$ cat config.mk
export PLATFORM = sky130hd
export DESIGN_NAME = bin_to_bcd_seq
export DESIGN_NICKNAME = d
export VERILOG_FILES = /design/src/rtl/bin_to_bcd_seq.sv
export SDC_FILE = /design/constraint.sdc
export NUM_CORES = 1
export LEC_CHECK = 0
export ABC_AREA = 0
export BUFFER_PORTS_ARGS = -buffer_cell sky130_fd_sc_hd__clkbuf_2
export CAP_MARGIN = 20
export CORE_MARGIN = 2
export CORE_UTILIZATION = 44
export CTS_CLUSTER_DIAMETER = 200
export DETAILED_ROUTE_END_ITERATION = 8
export PLACE_DENSITY = 0.64
export SETUP_SLACK_MARGIN = 0.5
export SLEW_MARGIN = 20
export SYNTH_ARGS = -nofsm -noshare
export SYNTH_HDL_FRONTEND = slang
export SYNTH_SLANG_ARGS = --single-unit
$ cat constraint.sdc
create_clock -name clk -period 1.9 [get_ports clk]
set_clock_uncertainty 0.05 [all_clocks]
set_input_delay 0.38 -clock clk [delete_from_list [all_inputs] [get_ports clk]]
set_output_delay 0.38 -clock clk [all_outputs]
set_load 0.01 [all_outputs]
$ cat src/rtl/bin_to_bcd_seq.sv
// Sequential binary-to-BCD converter (shift-and-add-3, one bit per clock) that
// produces packed BCD digits, per-digit leading-zero display flags and saturation on overflow.
module bin_to_bcd_seq #(
    parameter int BIN_WIDTH = 14,
    parameter int DIGITS    = 4
) (
    input  logic                  clk,
    input  logic                  reset,
    input  logic                  start,
    input  logic [BIN_WIDTH-1:0]  bin,
    output logic                  busy,
    output logic                  done,
    output logic [4*DIGITS-1:0]   bcd,
    output logic [DIGITS-1:0]     first,
    output logic                  overflow
);

    // Scratch holds every digit the input width can reach, so the add-3 pass never truncates.
    localparam int SN = (DIGITS > (BIN_WIDTH + 2) / 3) ? DIGITS : (BIN_WIDTH + 2) / 3;
    localparam int SW = 4 * SN;
    localparam int CW = $clog2(BIN_WIDTH + 1);

    localparam logic [0:0] IDLE  = 1'b0;
    localparam logic [0:0] SHIFT = 1'b1;

    function automatic logic [63:0] max_value();
        logic [63:0] v;
        v = 64'd1;
        for (int i = 0; i < DIGITS; i++) v = v * 64'd10;
        return v - 64'd1;
    endfunction

    localparam logic [63:0] MAXV = max_value();

    function automatic logic [SW-1:0] add3(input logic [SW-1:0] s);
        logic [SW-1:0] r;
        r = s;
        for (int i = 0; i < SN; i++)
            if (s[4*i +: 4] >= 4'd5) r[4*i +: 4] = s[4*i +: 4] + 4'd3;
        return r;
    endfunction

    function automatic logic [4*DIGITS-1:0] all_nines();
        logic [4*DIGITS-1:0] r;
        for (int i = 0; i < DIGITS; i++) r[4*i +: 4] = 4'd9;
        return r;
    endfunction

    // A digit is shown when it or any more significant digit is nonzero; digit 0 always shows.
    function automatic logic [DIGITS-1:0] first_flags(input logic [4*DIGITS-1:0] d);
        logic [DIGITS-1:0] f;
        logic              any;
        any = 1'b0;
        for (int i = DIGITS - 1; i >= 0; i--) begin
            any  = any | (d[4*i +: 4] != 4'd0);
            f[i] = any | (i == 0);
        end
        return f;
    endfunction

    logic [0:0]           state;
    logic [BIN_WIDTH-1:0] binreg;
    logic [SW-1:0]        scratch;
    logic [CW-1:0]        cnt;
    logic                 ovf_lat;

    logic [SW-1:0]        adj;
    logic [SW-1:0]        nxt_scratch;
    logic [4*DIGITS-1:0]  nxt_bcd;

    always_comb begin
        adj         = add3(scratch);
        nxt_scratch = (adj << 1) | SW'(binreg[BIN_WIDTH-1]);
        nxt_bcd     = ovf_lat ? all_nines() : nxt_scratch[4*DIGITS-1:0];
    end

    always_ff @(posedge clk or posedge reset) begin
        if (reset) begin
            state    <= IDLE;
            busy     <= 1'b0;
            done     <= 1'b0;
            bcd      <= '0;
            first    <= DIGITS'(1);
            overflow <= 1'b0;
            binreg   <= '0;
            scratch  <= '0;
            cnt      <= '0;
            ovf_lat  <= 1'b0;
        end else begin
            done <= 1'b0;
            case (state)
                IDLE: begin
                    if (start) begin
                        binreg  <= bin;
                        scratch <= '0;
                        cnt     <= CW'(BIN_WIDTH);
                        ovf_lat <= (64'(bin) > MAXV);
                        busy    <= 1'b1;
                        state   <= SHIFT;
                    end
                end
                SHIFT: begin
                    scratch <= nxt_scratch;
                    binreg  <= binreg << 1;
                    cnt     <= cnt - CW'(1);
                    if (cnt == CW'(1)) begin
                        bcd      <= nxt_bcd;
                        first    <= ovf_lat ? {DIGITS{1'b1}} : first_flags(nxt_bcd);
                        overflow <= ovf_lat;
                        done     <= 1'b1;
                        busy     <= 1'b0;
                        state    <= IDLE;
                    end
                end
                default: state <= IDLE;
            endcase
        end
    end

endmodule

==> qor.log, run 1 <==
INFO  cts            clkSlewWorstSetupHoldPaths=70ps
INFO  sta            rsz0062_at_grt=true
INFO  final_layout   final.fill_count=491
INFO  logic_synthesis sequential_area_share_after_synthesis=50.8%
INFO  grt            grt_usage=20.7%
INFO  grt            grt_remaining_overflow=0
INFO  cts            clk-insertion-delay-late=340ps
INFO  sta            setup_viol=0
INFO  pwr            vdd.ir_drop.worst=0.981mV
INFO  run_status     run_status=completed
INFO  floorplan      chipHeight=84.6um
INFO  drt            postRouteAntennaNets=0
INFO  cts            cts-hold-fix-buffers=0
INFO  cts            clock_sinks=58
INFO  logic_synthesis syn_avg_cell_area=9.88um^2
INFO  min_path       hold_path_class=in2async
INFO  place          hpwl=4.28mm
INFO  sta            finalHoldViolations=0
INFO  sta            final.setup.tns=0ps
INFO  logic_synthesis ys_ff_latch=58
INFO  place          detailedPlace.worstSlack=87.8ps
INFO  sta            slew-limit-headroom=65.2%
INFO  floorplan      rows=29
INFO  floorplan      floorplan.die_area=7150um^2
INFO  floorplan      start_util=45.2%
INFO  final_layout   mostFrequentLayoutCell=dfrtp_1
INFO  cts            cts_inserted_buffers=9
INFO  logic_synthesis synthesis.instances=289
INFO  sta            final_critical_path_setup_slack=125ps
INFO  floorplan      ioPinCount=40
INFO  drt            routed_via_density=5.34
INFO  cts            cts_tree=done
INFO  logic_synthesis synth_cell_type_count=34
INFO  drt            via_count_of_the_routed_design=2431
INFO  critical_path  cp_data_arrival_time=1930ps
INFO  grt            grt_pass1_vias=2370
INFO  grt            grt_start_max_net_pins=47
INFO  final_layout   syn_to_final_growth=44.5%
INFO  drt            detail_route.iter0.violations=138
INFO  place          place.gp.congestion=0.820
INFO  floorplan      placeableCoreArea=6310um^2
INFO  final_layout   drive_above_1_share=45.5%
INFO  pwr            leakagePower=0.00195uW
INFO  drt            drt_pass1_iterations=4
INFO  drt            finalWirelength=7.22mm
INFO  critical_path  setup.worst_path.end_class=flop
INFO  cts            clockBufferDepth=2
INFO  pwr            p_total=7600uW
INFO  critical_path  r2r.worst_path.cells=7
INFO  critical_path  worst-endpoint-required=2050ps
INFO  sta            shortest_clock_period_the_worst_path_allows_after_layout=1770ps
INFO  final_layout   num-nets-final=400
INFO  grt            grt_antenna_before_repair=0
INFO  pwr            power_density_relative_to_cell_area=1840nW/um^2
INFO  logic_synthesis post_synth_instance_area=2860um^2
INFO  grt            global_route_wire_length_before_repair=11.6mm
INFO  critical_path  startpoint_type=flop
INFO  sta            slew_violations=0
INFO  cts            cts-root-buf=clkbuf_8
INFO  sta            period_share=93.4%
INFO  floorplan      die_width=84.6um
INFO  drt            drc=0
INFO  logic_synthesis mappedNetlistNets=316
INFO  final_layout   antenna_cells=0
INFO  sta            worst_pin_slew=521ps
INFO  sta            clock.fmax=563MHz
INFO  run            drv.max_cap_violation_count=0
INFO  cts            cts-htree-levels=3
INFO  critical_path  critical_path.max_fanout=5
INFO  place          portBuffers=38
INFO  drt            average_wire_per_standard_cell=15.9um
INFO  logic_synthesis synth_warnings=0
INFO  final_layout   most-common-layout-cells=53 x dfrtp_1, 38 x nand2_1, 38 x clkbuf_2
INFO  critical_path  critical_path_type=reg2reg
## synth_stat cells
master	number	area share, %
a22o_1	8	2.5
nand2b_1	11	2.4
clkbuf_1	11	1.4
nor4_1	1	0.22
ha_1	10	4.4
mux2_2	1	0.39
a41oi_1	1	0.31
o21ai_1	1	0.18
nor2_1	18	2.4
o21ai_0	26	4.6
and2_1	2	0.44
o31ai_1	8	2.1
or2b_1	1	0.26
a21oi_2	1	0.31
dfrtp_1	58	51
nor3b_1	5	1.3
buf_2	5	0.88
nand4bb_1	1	0.39
a21oi_1	17	3.0
a211oi_1	1	0.26
nand3b_1	2	0.53
xnor2_1	5	1.5
a21o_1	4	1.1
a31oi_1	3	0.66
mux2i_1	22	7.7
nand2_1	39	5.1
nand3_1	2	0.35
a32o_1	3	1.1
inv_1	14	1.8
nor4_2	1	0.44
buf_4	1	0.26
nor3_1	4	0.70
buf_1	1	0.13
conb_1	1	0.13
## per-stage QoR
| step | instances | hold slack, ps | instance area (um^2) | util (%) |
|---|---|---|---|---|
| finish | 455 | 9.91 | 4130 | 65.4 |
| floorplan | 289 | 399 | 2880 | - |
| global route | 455 | 36.6 | 4130 | 65.4 |
| CTS | 442 | 17.9 | 3830 | 60.7 |
| detailed placement | 405 | 386 | 3240 | 51.3 |
| global placement | 405 | 392 | 3240 | 51.3 |
## registers in the layout, summed over array words and instances (netlist names)
register / cells
first: 3
binreg: 14
state: 1
bcd: 16
ovf_lat: 1
scratch: 16
overflow: 1
busy: 1
cnt: 4
done: 1
## path summary, 6_finish.rpt
kind,startpoint,slack (ps),endpoint
min in group clk,bin[0],240,binreg[0]$_DFFE_PP0P_
max in group asynchronous,reset,1290,scratch[0]$_DFFE_PP0P_
worst min register to register,bcd[0]$_DFFE_PP0P_,420,bcd[0]$_DFFE_PP0P_
worst max register to register,scratch[8]$_DFFE_PP0P_,130,first[1]$_DFFE_PP0P_
worst max-delay path,scratch[8]$_DFFE_PP0P_,130,first[1]$_DFFE_PP0P_
worst min-delay path,reset,10,binreg[11]$_DFFE_PP0P_
## metal layers
metal | GRT usage (%) | part of all wire, % | vias to the layer above
met5 | 0 | 0 | -
met4 | 10.4 | 1.9 | 0
met3 | 4.23 | 4.6 | 17
met2 | 32.3 | 49 | 69
met1 | 27.6 | 44 | 1172
li1 | - | - | 1173
## critical path: stages, from the launching register on
cell	delay (ps)
dfrtp_2	440
inv_2	100
ha_4	160
nand2b_4	60
nor3b_4	150
nand3b_1	210
nor4_2	320
a41oi_1	150
## layout make-up
type                            count  area, um^2  share of cell area, %
Multi-Input combinational cell    199        1620                   39.3
Clock buffer                       10         128                   3.09
Timing Repair Buffer               90         692                   16.8
Sequential cell                    58        1460                   35.3
Timing Repair inverter              1        11.3                  0.273
Tap cell                           77        96.3                   2.33
Clock inverter                      6        57.6                   1.39
Inverter                           14        63.8                   1.55
## power by group
| part | switching [uW] | total, uW | internal (uW) |
|---|---|---|---|
| logic | 1970 | 4190 | 2220 |
| registers | 527 | 2310 | 1790 |
| clock network | 505 | 1100 | 596 |
| total | 3000 | 7600 | 4600 |
## timing repair
| action | in CTS | in global routing |
|---|---|---|
| pin swaps | 16 | 20 |
| gates resized for setup | 55 | 42 |
| buffers inserted | 19 | 13 |
| gates cloned | 2 | 0 |
| setup endpoints to repair | 34 | 33 |
## cell families after synthesis
group                    share of synthesized area (%)
AND/OR/NAND/NOR                                   14.5
AO/OA/AOI/OAI                                     15.9
flip-flops                                        50.8
buffers and inverters                             4.56
multiplexers                                      8.11
adder cells (fa/ha/maj)                           4.38
XOR/XNOR                                          1.53
other                                            0.131
No activity file was read; power rests on OpenSTA's default activity.
==> inputs of run 2 (changes only) <==
Clock period 1.9 ns to 1.5 ns, I/O delays scaled along.
==> qor.log, run 2 (synthesis gave the netlist of run 1 again) <==
INFO  grt            grt_pass1_vias=2656 [+12%]
INFO  cts            clkSlewWorstSetupHoldPaths=70ps [about the same]
INFO  cts            clk-insertion-delay-late=350ps [about the same]
INFO  floorplan      floorplan.die_area=7150um^2 [unchanged]
INFO  critical_path  startpoint_type=flop
INFO  final_layout   finish.utilization=80.0% [+15 points]
INFO  sta            slew_violations=0 [unchanged]
INFO  cts            clock_sinks=58 [unchanged]
INFO  drt            drc=0 [unchanged]
INFO  sta            clock.fmax=557MHz [-1.2%]
INFO  drt            routed_via_density=5.32 [-0.45%]
INFO  pwr            p_seq_share=24.4% [-6.0 points]
INFO  place          post-place-cells=428 [+5.7%]
INFO  drt            drt_pass1_iterations=4 [unchanged]
INFO  grt            grt_start_max_net_pins=30 [-36%]
INFO  critical_path  worst-endpoint-required=1670ps [-380 ps]
INFO  critical_path  regToRegSetupSlack=-300ps [-420 ps]
INFO  run            drv.max_cap_violation_count=0 [unchanged]
INFO  drt            wirelength_met1=3.58mm [+12%]
INFO  critical_path  critical_path_type=reg2reg
INFO  critical_path  worst_path_largest_cell_delay=410ps [-30 ps]
INFO  final_layout   drive_above_1_share=62.4% [+17 points]
INFO  pwr            switchingPower=4760uW [+58%]
INFO  drt            average_wire_per_standard_cell=17.7um [+12%]
INFO  floorplan      chipHeight=84.6um [unchanged]
INFO  floorplan      start_util=45.2% [unchanged]
INFO  final_layout   mostFrequentLayoutCell=buf_4
INFO  grt            grt_usage=22.8% [+2.1 points]
INFO  pwr            internal-power=7390uW [+61%]
INFO  critical_path  critical_path.max_fanout=4 [-1]
INFO  final_layout   final.fill_count=363 [-26%]
INFO  drt            finalWirelength=9.00mm [+25%]
INFO  floorplan      rows=29 [unchanged]
INFO  pwr            power.share.clock=10.8% [-3.7 points]
INFO  pwr            vdd.ir_drop.worst=1.73mV [+76%]
INFO  sta            setup_viol=15 [+15]
INFO  grt            grt_remaining_overflow=0 [unchanged]
INFO  critical_path  crit_slowest_cell=dfrtp_1
INFO  drt            via_count_of_the_routed_design=2702 [+11%]
INFO  cts            cts-root-buf=clkbuf_8
INFO  final_layout   layoutNonFillerInstCount=508 [+12%]
INFO  critical_path  list_of_cells_traversed_by_the_critical_path=inv_2 -> ha_4 -> a21o_1 -> a21oi_2 -> nand3b_1 -> nor4_4 -> a41oi_1
INFO  floorplan      ioPinCount=40 [unchanged]
INFO  sta            period_share=120% [+26 points]
INFO  drt            detail_route.iter0.violations=152 [+10%]
INFO  sta            rsz0062_at_grt=true
INFO  place          hpwl=4.56mm [+6.7%]
INFO  sta            finalHoldViolations=16 [+16]
INFO  run_status     failed_checks=hold timing, setup timing
INFO  cts            cts-htree-levels=3 [unchanged]
INFO  pwr            power_density_relative_to_cell_area=2400nW/um^2 [+30%]
INFO  cts            cts_inserted_buffers=9 [unchanged]
INFO  final_layout   num-nets-final=454 [+14%]
INFO  final_layout   most-common-layout-cells=67 x buf_4, 57 x dfrtp_1, 24 x buf_6
INFO  grt            grt_antenna_before_repair=0 [unchanged]
INFO  cts            clockBufferDepth=2 [unchanged]
INFO  pwr            leakagePower=0.00239uW [+23%]
INFO  sta            shortest_clock_period_the_worst_path_allows_after_layout=1800ps [+20.9 ps]
INFO  floorplan      placeableCoreArea=6310um^2 [unchanged]
INFO  place          place.gp.congestion=0.839 [+2.2%]
INFO  place          detailedPlace.worstSlack=-314ps [-402 ps]
INFO  sta            whs=-101ps [-111 ps]
INFO  final_layout   antenna_cells=0 [unchanged]
INFO  cts            cts_tree=done
INFO  sta            final.setup.tns=-2440ps [-2440 ps]
INFO  final_layout   reg.largest.list=bcd: 16 flops, scratch: 16 flops, binreg: 14 flops
INFO  drt            highest-signal-layer=met4
INFO  min_path       hold_path_class=in2async
INFO  drt            dr_wl_met2=4.83mm [+36%]
INFO  grt            global_route_wire_length_before_repair=12.8mm [+10%]
INFO  sta            final_critical_path_setup_slack=-296ps [-421 ps]
INFO  pwr            combPwrFrac=64.8% [+9.7 points]
INFO  pwr            sw_frac_of_total=39.2% [-0.34 points]
INFO  drt            routed_met3_length=355um [+7.6%]
INFO  critical_path  cp_data_arrival_time=1960ps [+30 ps]
INFO  drt            postRouteAntennaNets=0 [unchanged]
INFO  final_layout   syn_to_final_growth=77.0%
INFO  floorplan      die_width=84.6um [unchanged]
INFO  place          portBuffers=38 [unchanged]
INFO  critical_path  setup.worst_path.end_class=flop
INFO  run_status     run_status=finished with violations
[run 2: cell types whose count changed in the layout (fill, tap and decap cells not counted), sizes merged]
cell / before / now
inv: 14 / 12
clkbuf: 48 / 30
bufinv: 1 / 0
buf: 52 / 126
clkinvlp: 2 / 1
clkinv: 4 / 5
[run 2: final timing paths]
| check | start | end | depth (start not counted) |
|---|---|---|---|
| worst max-delay path | scratch[8]$_DFFE_PP0P_ | first[1]$_DFFE_PP0P_ | 7 |
| worst min register to register | first[2]$_DFFE_PP0P_ | first[2]$_DFFE_PP0P_ | 2 |
| min in group clk | bin[2] | binreg[2]$_DFFE_PP0P_ | 3 |
| max in group asynchronous | reset | binreg[5]$_DFFE_PP0P_ | 3 |
| worst max register to register | scratch[8]$_DFFE_PP0P_ | first[1]$_DFFE_PP0P_ | 7 |
| worst min-delay path | reset | scratch[13]$_DFFE_PP0P_ | 2 |
[run 2: power by group through the flow]
stage / clock, uW / sequential, uW / combinational (uW)
after floorplan: 0 / 2810 / 2630
after global placement: 0 / 2760 / 4040
after detailed placement: 0 / 2790 / 4160
after CTS: 1330 / 2860 / 6220
after global routing: 1390 / 3030 / 8430
final: 1310 / 2960 / 7870
[run 2: repair_timing]
item                                    CTS  global route
resized for setup                       119            86
pin swaps                                36            24
setup buffers                            40            20
cloned                                    2             3
hold endpoints to repair                 16            16
endpoints found under the setup margin   66            79
[run 2: worst max-delay path, delay by kind of cell (launching register included)]
kind,cells,cell delay [ps]
buf+inv,1,90
compound gates,3,440
flops,1,410
fa+ha+maj,1,190
simple gates,2,480
[run 2: metal layers]
layer / track usage (%) / up-vias
met1: 28.0 / 1331
met3: 6.69 / 21
li1: - / 1275
met2: 38.7 / 75
met4: 7.36 / 0
met5: 0 / -
[run 2: final cells by class]
class,instances,area (um^2),area share [%]
inverter,14,82.6,1.63
sequential,58,1450,28.8
tap,77,96.3,1.91
clock inverter,3,15.0,0.297
timing repair buffer,144,1320,26.2
timing repair inverter,1,16.3,0.322
clock buffer,12,155,3.07
multi-input combinational,199,1910,37.8
[run 2: metrics by stage]
| stage | instance area, um^2 | power, uW | hold WS [ps] |
|---|---|---|---|
| floorplan | 3050 | 5440 | 343 |
| global placement | 3510 | 6800 | 280 |
| detailed placement | 3510 | 6940 | 288 |
| CTS | 4530 | 10400 | -89.9 |
| global route | 5050 | 12900 | -82.1 |
| finish | 5050 | 12100 | -101 |
==> inputs of run 3 (changes only) <==
Settings changed: CORE_UTILIZATION 44 to 40, PLACE_DENSITY 0.64 to 0.59, SLEW_MARGIN 20 to unset.
==> qor.log, run 3 (synthesis gave the netlist of run 1 again) <==
INFO  cts            cts-htree-levels=3 [unchanged]
INFO  final_layout   final.fill_count=472 [+30%]
INFO  cts            cts-root-buf=clkbuf_8
INFO  final_layout   mostFrequentLayoutCell=buf_4
INFO  grt            global_route_wire_length_before_repair=12.5mm [-2.3%]
INFO  critical_path  setup.worst_path.end_class=flop
INFO  critical_path  worstReg2RegStart=scratch[8]$_DFFE_PP0P_
INFO  floorplan      floorplan.die_area=7830um^2 [+9.5%]
INFO  final_layout   final_design_area_no_fill=4960um^2 [-1.9%]
INFO  drt            detail_route.iter0.violations=78 [-49%]
INFO  grt            grt_start_max_net_pins=25 [-17%]
INFO  drt            drc=0 [unchanged]
INFO  drt            finalWirelength=8.33mm [-7.4%]
INFO  final_layout   antenna_cells=0 [unchanged]
INFO  critical_path  cp_data_arrival_time=1980ps [+20 ps]
INFO  critical_path  regToRegSetupSlack=-330ps [-40 ps]
INFO  final_layout   num-nets-final=444 [-2.2%]
INFO  grt            grt_antenna_before_repair=0 [unchanged]
INFO  drt            drt_pass1_iterations=4 [unchanged]
INFO  sta            rsz0062_at_grt=true
INFO  final_layout   reg.largest.list=bcd: 16 flops, scratch: 16 flops, binreg: 14 flops
INFO  critical_path  worst-endpoint-required=1650ps [-20 ps]
INFO  run            drv.max_cap_violation_count=0 [unchanged]
INFO  critical_path  crit_slowest_cell=dfrtp_1
INFO  cts            clk-insertion-delay-late=340ps [about the same]
INFO  run_status     failed_checks=hold timing, setup timing
INFO  final_layout   finish.utilization=72.2% [-7.8 points]
INFO  floorplan      rows=30 [+3.4%]
INFO  final_layout   drive_above_1_share=61.1% [-1.3 points]
INFO  pwr            vdd.ir_drop.worst=0.968mV [-44%]
INFO  place          placed_instance_area=3560um^2 [+1.6%]
INFO  critical_path  critical_path.max_fanout=3 [-1]
INFO  floorplan      start_util=41.6% [-3.7 points]
INFO  run_status     run_status=finished with violations
INFO  critical_path  r2r.worst_path.cells=6 [-1]
INFO  sta            setup_viol=15 [unchanged]
INFO  grt            grt_remaining_overflow=0 [unchanged]
INFO  critical_path  worst_path_largest_cell_delay=410ps [about the same]
INFO  critical_path  startpoint_type=flop
INFO  grt            grt_usage=21.4% [-1.4 points]
INFO  cts            clkSlewWorstSetupHoldPaths=70ps [about the same]
INFO  critical_path  critical-path-top-delay-family=simple AND/OR/NAND/NOR gates
INFO  pwr            p_total=11700uW [-3.4%]
INFO  final_layout   syn_to_final_growth=73.7%
INFO  grt            grt_pass1_vias=2582 [-2.8%]
INFO  drt            average_wire_per_standard_cell=16.1um [-9.2%]
INFO  floorplan      chipHeight=88.5um [+4.6%]
INFO  sta            period_share=122% [+2.4 points]
INFO  cts            clockBufferDepth=2 [unchanged]
INFO  sta            clock.fmax=546MHz [-1.9%]
INFO  sta            final_critical_path_setup_slack=-331ps [-35.5 ps]
INFO  final_layout   multi_input_area=1920um^2 [+0.46%]
INFO  floorplan      ioPinCount=40 [unchanged]
INFO  drt            postRouteAntennaNets=0 [unchanged]
INFO  final_layout   most-common-layout-cells=57 x buf_4, 55 x dfrtp_1, 30 x buf_6
INFO  sta            finalHoldViolations=16 [unchanged]
INFO  sta            slew_violations=0 [unchanged]
INFO  sta            whs=-90.6ps [+10.1 ps]
INFO  pwr            leakagePower=0.00231uW [-3.6%]
INFO  cts            clock_sinks=58 [unchanged]
INFO  floorplan      die_width=88.5um [+4.6%]
INFO  final_layout   ff_latch_area=1460um^2 [+0.17%]
INFO  drt            via_count_of_the_routed_design=2613 [-3.3%]
INFO  critical_path  crit-reg2reg-capture=first[1]$_DFFE_PP0P_
INFO  cts            cts_inserted_buffers=9 [unchanged]
INFO  place          portBuffers=38 [unchanged]
INFO  min_path       hold_path_class=in2async
INFO  critical_path  list_of_cells_traversed_by_the_critical_path=ha_2 -> nand2b_4 -> nor3b_4 -> nand3b_1 -> nor4_2 -> a41oi_1
INFO  place          place.gp.congestion=0.815 [-2.8%]
INFO  pwr            power_density_relative_to_cell_area=2370nW/um^2 [-1.6%]
INFO  sta            shortest_clock_period_the_worst_path_allows_after_layout=1830ps [+35.5 ps]
INFO  drt            routed_via_density=5.04 [-5.2%]
INFO  place          hpwl=4.54mm [-0.48%]
INFO  critical_path  cp.buffers_inverters=0 [-1]
INFO  floorplan      placeableCoreArea=6870um^2 [+8.8%]
INFO  critical_path  critical_path_type=reg2reg
INFO  cts            cts_tree=done
==> run 3: area by class of cell <==
class | instances | share of cell area [%]
multi-input cells | 199 | 38.7
flip-flops and latches | 58 | 29.3
repair buffers | 134 | 23.8
clock buffers | 14 | 3.28
well taps | 96 | 2.42
inverters | 14 | 1.44
clock inverters | 2 | 0.707
repair inverters | 1 | 0.328
==> run 3: where the power goes <==
group | switching (uW) | internal, uW
clock | 630 | 859
combinational | 3250 | 4090
sequential | 659 | 2260
total | 4530 | 7200
==> run 3: timing repair <==
action / in CTS / in global routing
resized for setup: 83 / 109
cloned: 2 / 3
endpoints found under the hold margin: 16 / 16
pin swaps: 30 / 22
setup buffers: 29 / 20
setup endpoints to repair: 66 / 78
==> run 3: worst register-to-register path: stages, from the launching register on <==
cell and delay [ps]:
dfrtp_1 410, ha_2 210, nand2b_4 150, nor3b_4 150
nand3b_1 210, nor4_2 350, a41oi_1 150
==> run 3: per-stage QoR <==
step | hold WS [ps] | TNS, ps | std cells | setup WS, ps
2_1_floorplan | 343 | -389 | 289 | -169
3_3_place_gp | 279 | -1310 | 448 | -266
3_5_place_dp | 277 | -1590 | 448 | -318
4_1_cts | -82.8 | -1320 | 495 | -268
5_1_grt | -61.4 | -3450 | 518 | -422
6_report | -90.6 | -2370 | 518 | -331
==> run 3: worst max path at each step <==
stage / from / endpoint / slack, ps / cells after the start
6_report: scratch[8]$_DFFE_PP0P_ / first[1]$_DFFE_PP0P_ / -330 / 6
5_1_grt: scratch[8]$_DFFE_PP0P_ / first[1]$_DFFE_PP0P_ / -420 / 7
4_1_cts: scratch[4]$_DFFE_PP0P_ / first[1]$_DFFE_PP0P_ / -270 / 6
3_5_place_dp: scratch[13]$_DFFE_PP0P_ / first[1]$_DFFE_PP0P_ / -320 / 7
3_3_place_gp: scratch[12]$_DFFE_PP0P_ / first[1]$_DFFE_PP0P_ / -270 / 7
2_1_floorplan: scratch[8]$_DFFE_PP0P_ / first[1]$_DFFE_PP0P_ / -170 / 7
==> run 3: per-layer routing <==
metal,wire length (um),GRT usage (%),up-vias
met5,0,0,-
met4,115,10.3,0
met3,307,4.85,13
met2,4240,35.0,48
met1,3660,26.9,1292
li1,-,-,1260
